==> src/rtl/load_store_unit.sv <==
`timescale 1ns/1ps
`default_nettype none
// ============================================================================
// Module      : load_store_unit
// Description : Single-outstanding load/store unit in front of a word-wide
//               data memory with a combinational read port. Supports word
//               and byte loads/stores; byte stores use read-modify-write.
//               Out-of-range addresses fault without touching memory.
//               Optional build macro LSU_MISALIGN_CHECK_EN makes word
//               requests with addr[1:0] != 0 fault.
// Revision    : 1.0 - initial release
// ============================================================================
module load_store_unit #(
    parameter int unsigned MEM_WORDS = 29
) (
    input  logic        clk_in,
    input  logic        rst_n_in,
    input  logic        req_valid_in,
    output logic        req_ready_out,
    input  logic        req_write_in,
    input  logic        req_byte_in,
    input  logic [31:0] req_addr_in,
    input  logic [31:0] req_wdata_in,
    output logic        resp_valid_out,
    output logic [31:0] resp_rdata_out,
    output logic        resp_fault_out,
    output logic        mem_we_out,
    output logic [7:0]  mem_addr_out,
    output logic [31:0] mem_wdata_out,
    input  logic [31:0] mem_rdata_in
);

    // FSM encoding
    localparam logic [1:0] S_IDLE   = 2'd0;
    localparam logic [1:0] S_ACCESS = 2'd1;
    localparam logic [1:0] S_MERGE  = 2'd2;

    // ------------------------------------------------------------------------
    // State and latched request fields
    // ------------------------------------------------------------------------
    logic [1:0]  state_q,       state_d;
    logic [7:0]  waddr_q,       waddr_d;       // latched word address
    logic [1:0]  lane_q,        lane_d;        // latched byte lane
    logic [31:0] wdata_q,       wdata_d;
    logic        write_q,       write_d;
    logic        byte_q,        byte_d;
    logic        fault_q,       fault_d;
    logic [31:0] rmw_q,         rmw_d;         // word read during byte-store RMW
    logic        resp_valid_q,  resp_valid_d;
    logic [31:0] resp_rdata_q,  resp_rdata_d;
    logic        resp_fault_q,  resp_fault_d;

    logic        req_fault;
    logic        req_misalign;
    logic [31:0] load_lane;
    logic [31:0] merged_word;

    // Alignment fault only applies to word requests, and only in the checking build
`ifdef LSU_MISALIGN_CHECK_EN
    assign req_misalign = !req_byte_in && (req_addr_in[1:0] != 2'b00);
`else
    assign req_misalign = 1'b0;
`endif

    // Request fault: upper address bits set, word index past the implemented memory, or misaligned
    assign req_fault = (req_addr_in[31:10] != 22'd0)
                    || ({24'd0, req_addr_in[9:2]} >= MEM_WORDS)
                    || req_misalign;

    // Byte-lane extraction (little-endian) and lane replacement for byte accesses
    always_comb begin
        load_lane   = 32'd0;
        merged_word = rmw_q;
        case (lane_q)
            2'd0: begin
                load_lane         = {24'd0, mem_rdata_in[7:0]};
                merged_word[7:0]  = wdata_q[7:0];
            end
            2'd1: begin
                load_lane         = {24'd0, mem_rdata_in[15:8]};
                merged_word[15:8] = wdata_q[7:0];
            end
            2'd2: begin
                load_lane          = {24'd0, mem_rdata_in[23:16]};
                merged_word[23:16] = wdata_q[7:0];
            end
            default: begin
                load_lane          = {24'd0, mem_rdata_in[31:24]};
                merged_word[31:24] = wdata_q[7:0];
            end
        endcase
    end

    // Next-state, request latching and response generation
    always_comb begin
        state_d      = state_q;
        waddr_d      = waddr_q;
        lane_d       = lane_q;
        wdata_d      = wdata_q;
        write_d      = write_q;
        byte_d       = byte_q;
        fault_d      = fault_q;
        rmw_d        = rmw_q;
        resp_valid_d = 1'b0;
        resp_rdata_d = 32'd0;
        resp_fault_d = 1'b0;

        case (state_q)
            S_IDLE: begin
                if (req_valid_in) begin
                    waddr_d = req_addr_in[9:2];
                    lane_d  = req_addr_in[1:0];
                    wdata_d = req_wdata_in;
                    write_d = req_write_in;
                    byte_d  = req_byte_in;
                    fault_d = req_fault;
                    state_d = S_ACCESS;
                end
            end
            S_ACCESS: begin
                if (byte_q && write_q && !fault_q) begin
                    // Byte store: capture the current word, write the merged word next cycle
                    rmw_d   = mem_rdata_in;
                    state_d = S_MERGE;
                end else begin
                    // Word ops, byte loads and all faults complete here
                    state_d      = S_IDLE;
                    resp_valid_d = 1'b1;
                    resp_fault_d = fault_q;
                    if (!write_q && !fault_q) begin
                        resp_rdata_d = byte_q ? load_lane : mem_rdata_in;
                    end
                end
            end
            S_MERGE: begin
                state_d      = S_IDLE;
                resp_valid_d = 1'b1;
            end
            default: begin
                state_d = S_IDLE;
            end
        endcase
    end

    // State registers with asynchronous active-low reset
    always_ff @(posedge clk_in or negedge rst_n_in) begin
        if (!rst_n_in) begin
            state_q      <= S_IDLE;
            waddr_q      <= 8'd0;
            lane_q       <= 2'd0;
            wdata_q      <= 32'd0;
            write_q      <= 1'b0;
            byte_q       <= 1'b0;
            fault_q      <= 1'b0;
            rmw_q        <= 32'd0;
            resp_valid_q <= 1'b0;
            resp_rdata_q <= 32'd0;
            resp_fault_q <= 1'b0;
        end else begin
            state_q      <= state_d;
            waddr_q      <= waddr_d;
            lane_q       <= lane_d;
            wdata_q      <= wdata_d;
            write_q      <= write_d;
            byte_q       <= byte_d;
            fault_q      <= fault_d;
            rmw_q        <= rmw_d;
            resp_valid_q <= resp_valid_d;
            resp_rdata_q <= resp_rdata_d;
            resp_fault_q <= resp_fault_d;
        end
    end

    // Memory write port decoded from state; IDLE (and therefore reset) forces it off
    always_comb begin
        mem_we_out    = 1'b0;
        mem_wdata_out = 32'd0;
        case (state_q)
            S_ACCESS: begin
                if (write_q && !byte_q && !fault_q) begin
                    mem_we_out    = 1'b1;
                    mem_wdata_out = wdata_q;
                end
            end
            S_MERGE: begin
                mem_we_out    = 1'b1;
                mem_wdata_out = merged_word;
            end
            default: begin
                mem_we_out    = 1'b0;
                mem_wdata_out = 32'd0;
            end
        endcase
    end

    assign req_ready_out  = (state_q == S_IDLE);
    assign mem_addr_out   = waddr_q;
    assign resp_valid_out = resp_valid_q;
    assign resp_rdata_out = resp_rdata_q;
    assign resp_fault_out = resp_fault_q;

endmodule
`default_nettype wire

==> config.mk <==
export PLATFORM = sky130hd
export DESIGN_NAME = load_store_unit
export DESIGN_NICKNAME = d
export VERILOG_FILES = /design/src/rtl/load_store_unit.sv
export SDC_FILE = /design/constraint.sdc
export NUM_CORES = 1
export LEC_CHECK = 0
export CORE_MARGIN = 2
export CORE_UTILIZATION = 45
export CTS_BUF_LIST = sky130_fd_sc_hd__clkbuf_4
export DETAILED_ROUTE_END_ITERATION = 10
export PLACE_DENSITY_LB_ADDON = 0.05
export SYNTH_ARGS = -nofsm -noshare
export SYNTH_HDL_FRONTEND = slang
export SYNTH_SLANG_ARGS = --single-unit
==> constraint.sdc <==
create_clock -name clk_in -period 4.95 [get_ports clk_in]
set_clock_uncertainty 0.1 [all_clocks]
set_input_delay 0.99 -clock clk_in [delete_from_list [all_inputs] [get_ports clk_in]]
set_output_delay 0.99 -clock clk_in [all_outputs]
set_load 0.05 [all_outputs]
# Yosys cells after proc, flatten, opt, wreduce, memory -nomap -nowiden
# Cells that the tools add are included.
[classes]
n_reduce_logical = 15
magnitude_cmp = 1
muxes = 20
n_eq_ne = 5
[ops]
columns = ["cell", "count"]
rows = [
  ["32-bit two-way mux", 5],
  ["32-bit case mux with 2 select lines", 1],
  ["8-bit two-way mux", 4],
  ["8-bit case mux with 3 select lines", 1],
  ["22-bit nonzero test", 1],
  ["8-bit by 5-bit >= comparator with 1-bit output, second input constant", 1],
  ["1-bit logical AND", 5],
  ["2-bit by 1-bit == test with 1-bit output, second input constant", 2],
  ["2-bit == test, second input constant", 2],
  ["2-bit logical NOT", 2],
  ["1-bit two-way mux", 4],
  ["2-bit two-way mux", 2],
  ["1-bit case mux with 2 select lines", 2],
  ["2-bit case mux with 2 select lines", 1],
  ["2-bit AND reduction", 2],
  ["1-bit logical NOT", 3],
  ["3-bit OR reduction", 1],
  ["2-bit != test, second input constant", 1],
  ["1-bit logical OR", 1],
]
[totals]
wordCells = 52
out_inout_bits = 76
regBits = 113
in_bits = 101

# Depth between registers and ports, before layout
# Gate-level depths: netlist of the first run.
[logic_depth]
depth_word = 6
depth_mapped = 7
mapped_depth_nobuf = 6

# Worst setup path after synthesis of the first run
# Ideal clock, no wire load.
[synth_path]
path_type = "reg-to-output"
from = "register state_q[0]"
to = "output port mem_wdata_out[0]"
arrival_time_ns = 2.042
path_slack_ns = 1.818
n_path_buf = 2
stages_incl_launch_ff = 8
required_time_ns = 3.860
cell_sequence = "dfrtp_1 inv_1 ha_1 clkbuf_1 nor2b_1 clkbuf_1 a22oi_1 nor2b_1"
[synth_between]
elab_chain_len = 2
elab_cells_between_ends = 3
classes_between = "eq/ne (2); mux (1)"
[synth_rtl]
columns = ["item", "line", "rtl"]
rows = [
  ["start: declaration", "41", "logic [1:0] state_q, state_d;"],
  ["start signal: assignment", "160", "state_q <= state_d;"],
  ["2-bit == test or 2-bit by 1-bit == test with 1-bit output (tied branches)", "178", "case (state_q)"],
  ["32-bit case mux with 2 select lines (*)", "178", ""],
  ["end: declaration", "29", "output logic [31:0] mem_wdata_out,"],
]
# Mark *: on every way between the ends. The rest lies on a longest branch, timed or not.

# Worst setup path after layout of the first run
[layout_path]
from = "register state_q[0]"
to = "output port mem_wdata_out[1]"
# Same word-level chain as after synthesis.

==> flow_metrics.env, run 1 <==
export IMPL_wl_per_cell_um=18.7
export IMPL_post_syn_nets=490
export IMPL_worst_pin_slew_ns=1.09
export IMPL_clock_fmax_mhz=232
export IMPL_grt_overflow_total=0
export IMPL_worst_slew_margin_rel_pct=26.9
export IMPL_floorplan_rows=39
export IMPL_globalRouteTotalUtil_pct=22.2
export IMPL_fin_ws_ns=0.638
export IMPL_pwr_density_cell_mw_per_mm2=425
export IMPL_grt_pass1_wl_mm=21.3
export IMPL_detailedRoute_firstIterationViolations=144
export IMPL_die_width_um=112
export IMPL_pre_cts_slack_ns=1.21
export IMPL_outcome="completed"
export IMPL_yosys_area_share_xor_xnor_pct=0
export IMPL_critical_path_required_ns=3.86
export IMPL_cts_resized=0
export IMPL_cp_max_fo=28
export IMPL_finalWirelength_mm=13.4
export IMPL_timing_max_transition_violations_final=0
export IMPL_detailed_route_vias_per_instance=5.27
export IMPL_fill_cells=920
export IMPL_fin_crit_ns=4.31
export IMPL_cellLeakagePower_nw=2.97
export IMPL_net_count_of_the_finished_layout=666
export IMPL_max_cap_violations=0
export IMPL_grt_setup_unrepaired="false"
export IMPL_clk_pin_slew_ns=0.11
export IMPL_netlist_instances=386
export IMPL_clk_latency_ns=0.52
export IMPL_post_route_cells_drive_above_1_share_pct=21.0
export IMPL_post_synth_and_or_nand_nor_area_fraction_pct=10.2
export IMPL_met3_track_demand_over_resource_in_global_routing_pct=6.70
export IMPL_timing_final_crit_share_pct=87.1
export IMPL_yosysSeqAreaShare_pct=54.1
export IMPL_setup_worst_path_class="reg2out"
export IMPL_antenna_found_initial=0
export IMPL_synth_avg_cell_area_um2=13.5
export IMPL_worst_hold_slack_ns=0.398
export IMPL_dp_hpwl_mm=9.83
export IMPL_pin_count_of_the_biggest_net_entering_global_routing=57
export IMPL_numCtsBuffers=17
export IMPL_groute_layer_met2_usage_pct=32.6
export IMPL_synth_compound_area_share_pct=5.53
export IMPL_share_of_cell_area_taken_by_muxes_after_synthesis_pct=26.7
export IMPL_drcViolationCount=0
export IMPL_main_combinational_cell_family_by_area_after_synthesis="multiplexers"
export IMPL_area_growth_syn_to_layout_pct=41.6
export IMPL_synth_adder_area_share_pct=0.719
export IMPL_netlist_cell_type_count=31
export IMPL_finalHoldViolations=0
export IMPL_start_util_pct=45.9
export IMPL_ctsHoldBuffers=0
export IMPL_worst_hold_check_path_type="reg2reg"
export IMPL_timing_final_setup_violations=0
export IMPL_worst_endpoint_arrival_ns=3.22
export IMPL_vias=3785
export IMPL_detailedRoute_firstPassIterationCount=4
export IMPL_via_count_of_the_first_global_routing_pass=3891
export IMPL_rrSetupSlack_ns=2.29
export IMPL_i_o_pin_count=177
export IMPL_gp_routability_congestion=0.900
export IMPL_worst_setup_path_end_kind="output pin"
export IMPL_gr_usage_met1_pct=31.8
export IMPL_clk_path_buf_depth=2
export IMPL_final_antenna_net_count=0
export IMPL_cts_setup_buffers=0
export IMPL_top_usage_layer="met2"
export IMPL_mostFrequentLayoutCell="sky130_fd_sc_hd__clkdlybuf4s50_1"
export IMPL_die_height_um=112
export IMPL_mostFrequentLayoutCells="sky130_fd_sc_hd__clkdlybuf4s50_1, sky130_fd_sc_hd__dfrtp_1, sky130_fd_sc_hd__mux2_2"
export IMPL_root_buffer="sky130_fd_sc_hd__clkbuf_4"
export IMPL_synth_warnings=0
export IMPL_placeableCoreArea_mm2=0.0114
export IMPL_crit_start="state_q[0]"
export IMPL_startpoint_type="flop"
export IMPL_antenna_cells_inserted=0
export IMPL_design_die_area_mm2=0.0125
export IMPL_port_buffers=176
export IMPL_tritoncts="done"
export IMPL_worstHoldStart="rmw_q[14]"
export IMPL_reg2reg_from="byte_q"
export IMPL_numClockSinks=113
export IMPL_totalPowerFinal_w=0.00314
export IMPL_netlist_area_mm2=0.00522
export IMPL_fin_tns_setup_ns=0
export IMPL_cts_htree_levels=4
export IMPL_postLayoutCoreUtil_pct=65.0
export IMPL_max_vdd_ir_drop_mv=0.305
export IMPL_ys_seq_elements=113
layout make-up:
cell class / instances / area [um^2] / share of cell area, %
multi-input combinational: 246 / 2270 / 30.7
clock buffer: 18 / 135 / 1.83
clock inverter: 14 / 166 / 2.25
tap: 143 / 179 / 2.42
timing repair buffer: 182 / 1800 / 24.4
inverter: 2 / 7.51 / 0.102
sequential: 113 / 2830 / 38.2
cells by family after synthesis:
logic type | Yosys count
AO/OA/AOI/OAI | 39
AND/OR/NAND/NOR | 87
adder cells (fa/ha/maj) | 3
buffers and inverters | 27
multiplexers | 117
flip-flops | 113
sequential cells by signal (all words and copies together) (netlist names):
| signal | count |
|---|---|
| resp_rdata_out | 32 |
| fault_q | 1 |
| resp_fault_out | 1 |
| state_q | 2 |
| rmw_q | 32 |
| byte_q | 1 |
| wdata_q | 32 |
| resp_valid_out | 1 |
| mem_addr_out | 8 |
| write_q | 1 |
| lane_q | 2 |
worst paths after layout:
| kind | cells past startpoint | to |
|---|---|---|
| setup reg to reg | 3 | rmw_q[25] |
| setup / recovery | 7 | mem_wdata_out[1] |
| min in group asynchronous | 1 | lane_q[1] |
| max in group asynchronous | 2 | wdata_q[11] |
| hold reg to reg | 1 | rmw_q[14] |
| hold / removal | 1 | rmw_q[14] |
worst max-delay path: stages, from the launching register on:
cell                              delay, ns
sky130_fd_sc_hd__dfrtp_1               0.41
sky130_fd_sc_hd__inv_1                 0.09
sky130_fd_sc_hd__ha_1                  0.15
sky130_fd_sc_hd__buf_4                 0.28
sky130_fd_sc_hd__nor2b_1               0.60
sky130_fd_sc_hd__a22oi_1               0.20
sky130_fd_sc_hd__nor2b_1               0.16
sky130_fd_sc_hd__clkdlybuf4s50_1       0.82
stage by stage:
stage | instances | instance area (um^2)
finish | 718 | 7390
floorplan | 386 | 5220
global route | 718 | 7390
CTS | 718 | 7390
global placement | 686 | 7090
detailed placement | 686 | 7090
synth_stat cells:
| cell | instances | share of area (%) |
|---|---|---|
| sky130_fd_sc_hd__mux2_2 | 70 | 15 |
| sky130_fd_sc_hd__clkbuf_1 | 6 | 0.43 |
| sky130_fd_sc_hd__nand4b_1 | 1 | 0.17 |
| sky130_fd_sc_hd__buf_1 | 1 | 0.072 |
| sky130_fd_sc_hd__nor3_1 | 1 | 0.096 |
| sky130_fd_sc_hd__nor2b_1 | 34 | 4.1 |
| sky130_fd_sc_hd__nand2_2 | 1 | 0.12 |
| sky130_fd_sc_hd__nand2_1 | 2 | 0.14 |
| sky130_fd_sc_hd__nor4bb_1 | 1 | 0.19 |
| sky130_fd_sc_hd__nor4_1 | 6 | 0.72 |
| sky130_fd_sc_hd__inv_1 | 2 | 0.14 |
| sky130_fd_sc_hd__a21oi_1 | 2 | 0.19 |
| sky130_fd_sc_hd__a21o_2 | 1 | 0.17 |
| sky130_fd_sc_hd__ha_1 | 3 | 0.72 |
| sky130_fd_sc_hd__nand3b_1 | 1 | 0.14 |
| sky130_fd_sc_hd__mux2i_1 | 9 | 1.7 |
| sky130_fd_sc_hd__nor2_1 | 9 | 0.65 |
| sky130_fd_sc_hd__mux2_1 | 30 | 6.5 |
| sky130_fd_sc_hd__a22oi_1 | 32 | 4.6 |
| sky130_fd_sc_hd__and2_1 | 25 | 3.0 |
| sky130_fd_sc_hd__and4_1 | 1 | 0.17 |
| sky130_fd_sc_hd__dfrtp_1 | 113 | 54 |
| sky130_fd_sc_hd__nand2b_1 | 3 | 0.36 |
| sky130_fd_sc_hd__or3b_1 | 1 | 0.17 |
| sky130_fd_sc_hd__nor2_4 | 1 | 0.22 |
| sky130_fd_sc_hd__a31oi_1 | 1 | 0.12 |
| sky130_fd_sc_hd__o2111ai_1 | 1 | 0.17 |
| sky130_fd_sc_hd__o21a_1 | 2 | 0.29 |
| sky130_fd_sc_hd__buf_2 | 12 | 1.2 |
| sky130_fd_sc_hd__mux4_2 | 8 | 3.4 |
| sky130_fd_sc_hd__buf_4 | 6 | 0.86 |
metal layers:
layer	routed length, um	share of wire, %
met1	6370	48
met2	5910	44
met3	980	7.3
met4	137	1.0
met5	0	0
report_power, final:
group          switching, W  total (W)  internal [W]
clock network      0.000372   0.000724      0.000352
logic              0.000490    0.00107      0.000580
registers          0.000202    0.00135       0.00115
(Power assumes the default switching activity.)
==> run 2: changes to the inputs <==
--- a/config.mk
+++ b/config.mk
@@ -8,6 +8,7 @@
 export CORE_MARGIN = 2
 export CORE_UTILIZATION = 45
 export CTS_BUF_LIST = sky130_fd_sc_hd__clkbuf_4
+export CTS_CLUSTER_DIAMETER = 40
 export DETAILED_ROUTE_END_ITERATION = 10
 export PLACE_DENSITY_LB_ADDON = 0.05
 export SYNTH_ARGS = -nofsm -noshare
==> results of run 2 <==
Final layout, timing and power as in run 1 (identical DEF).
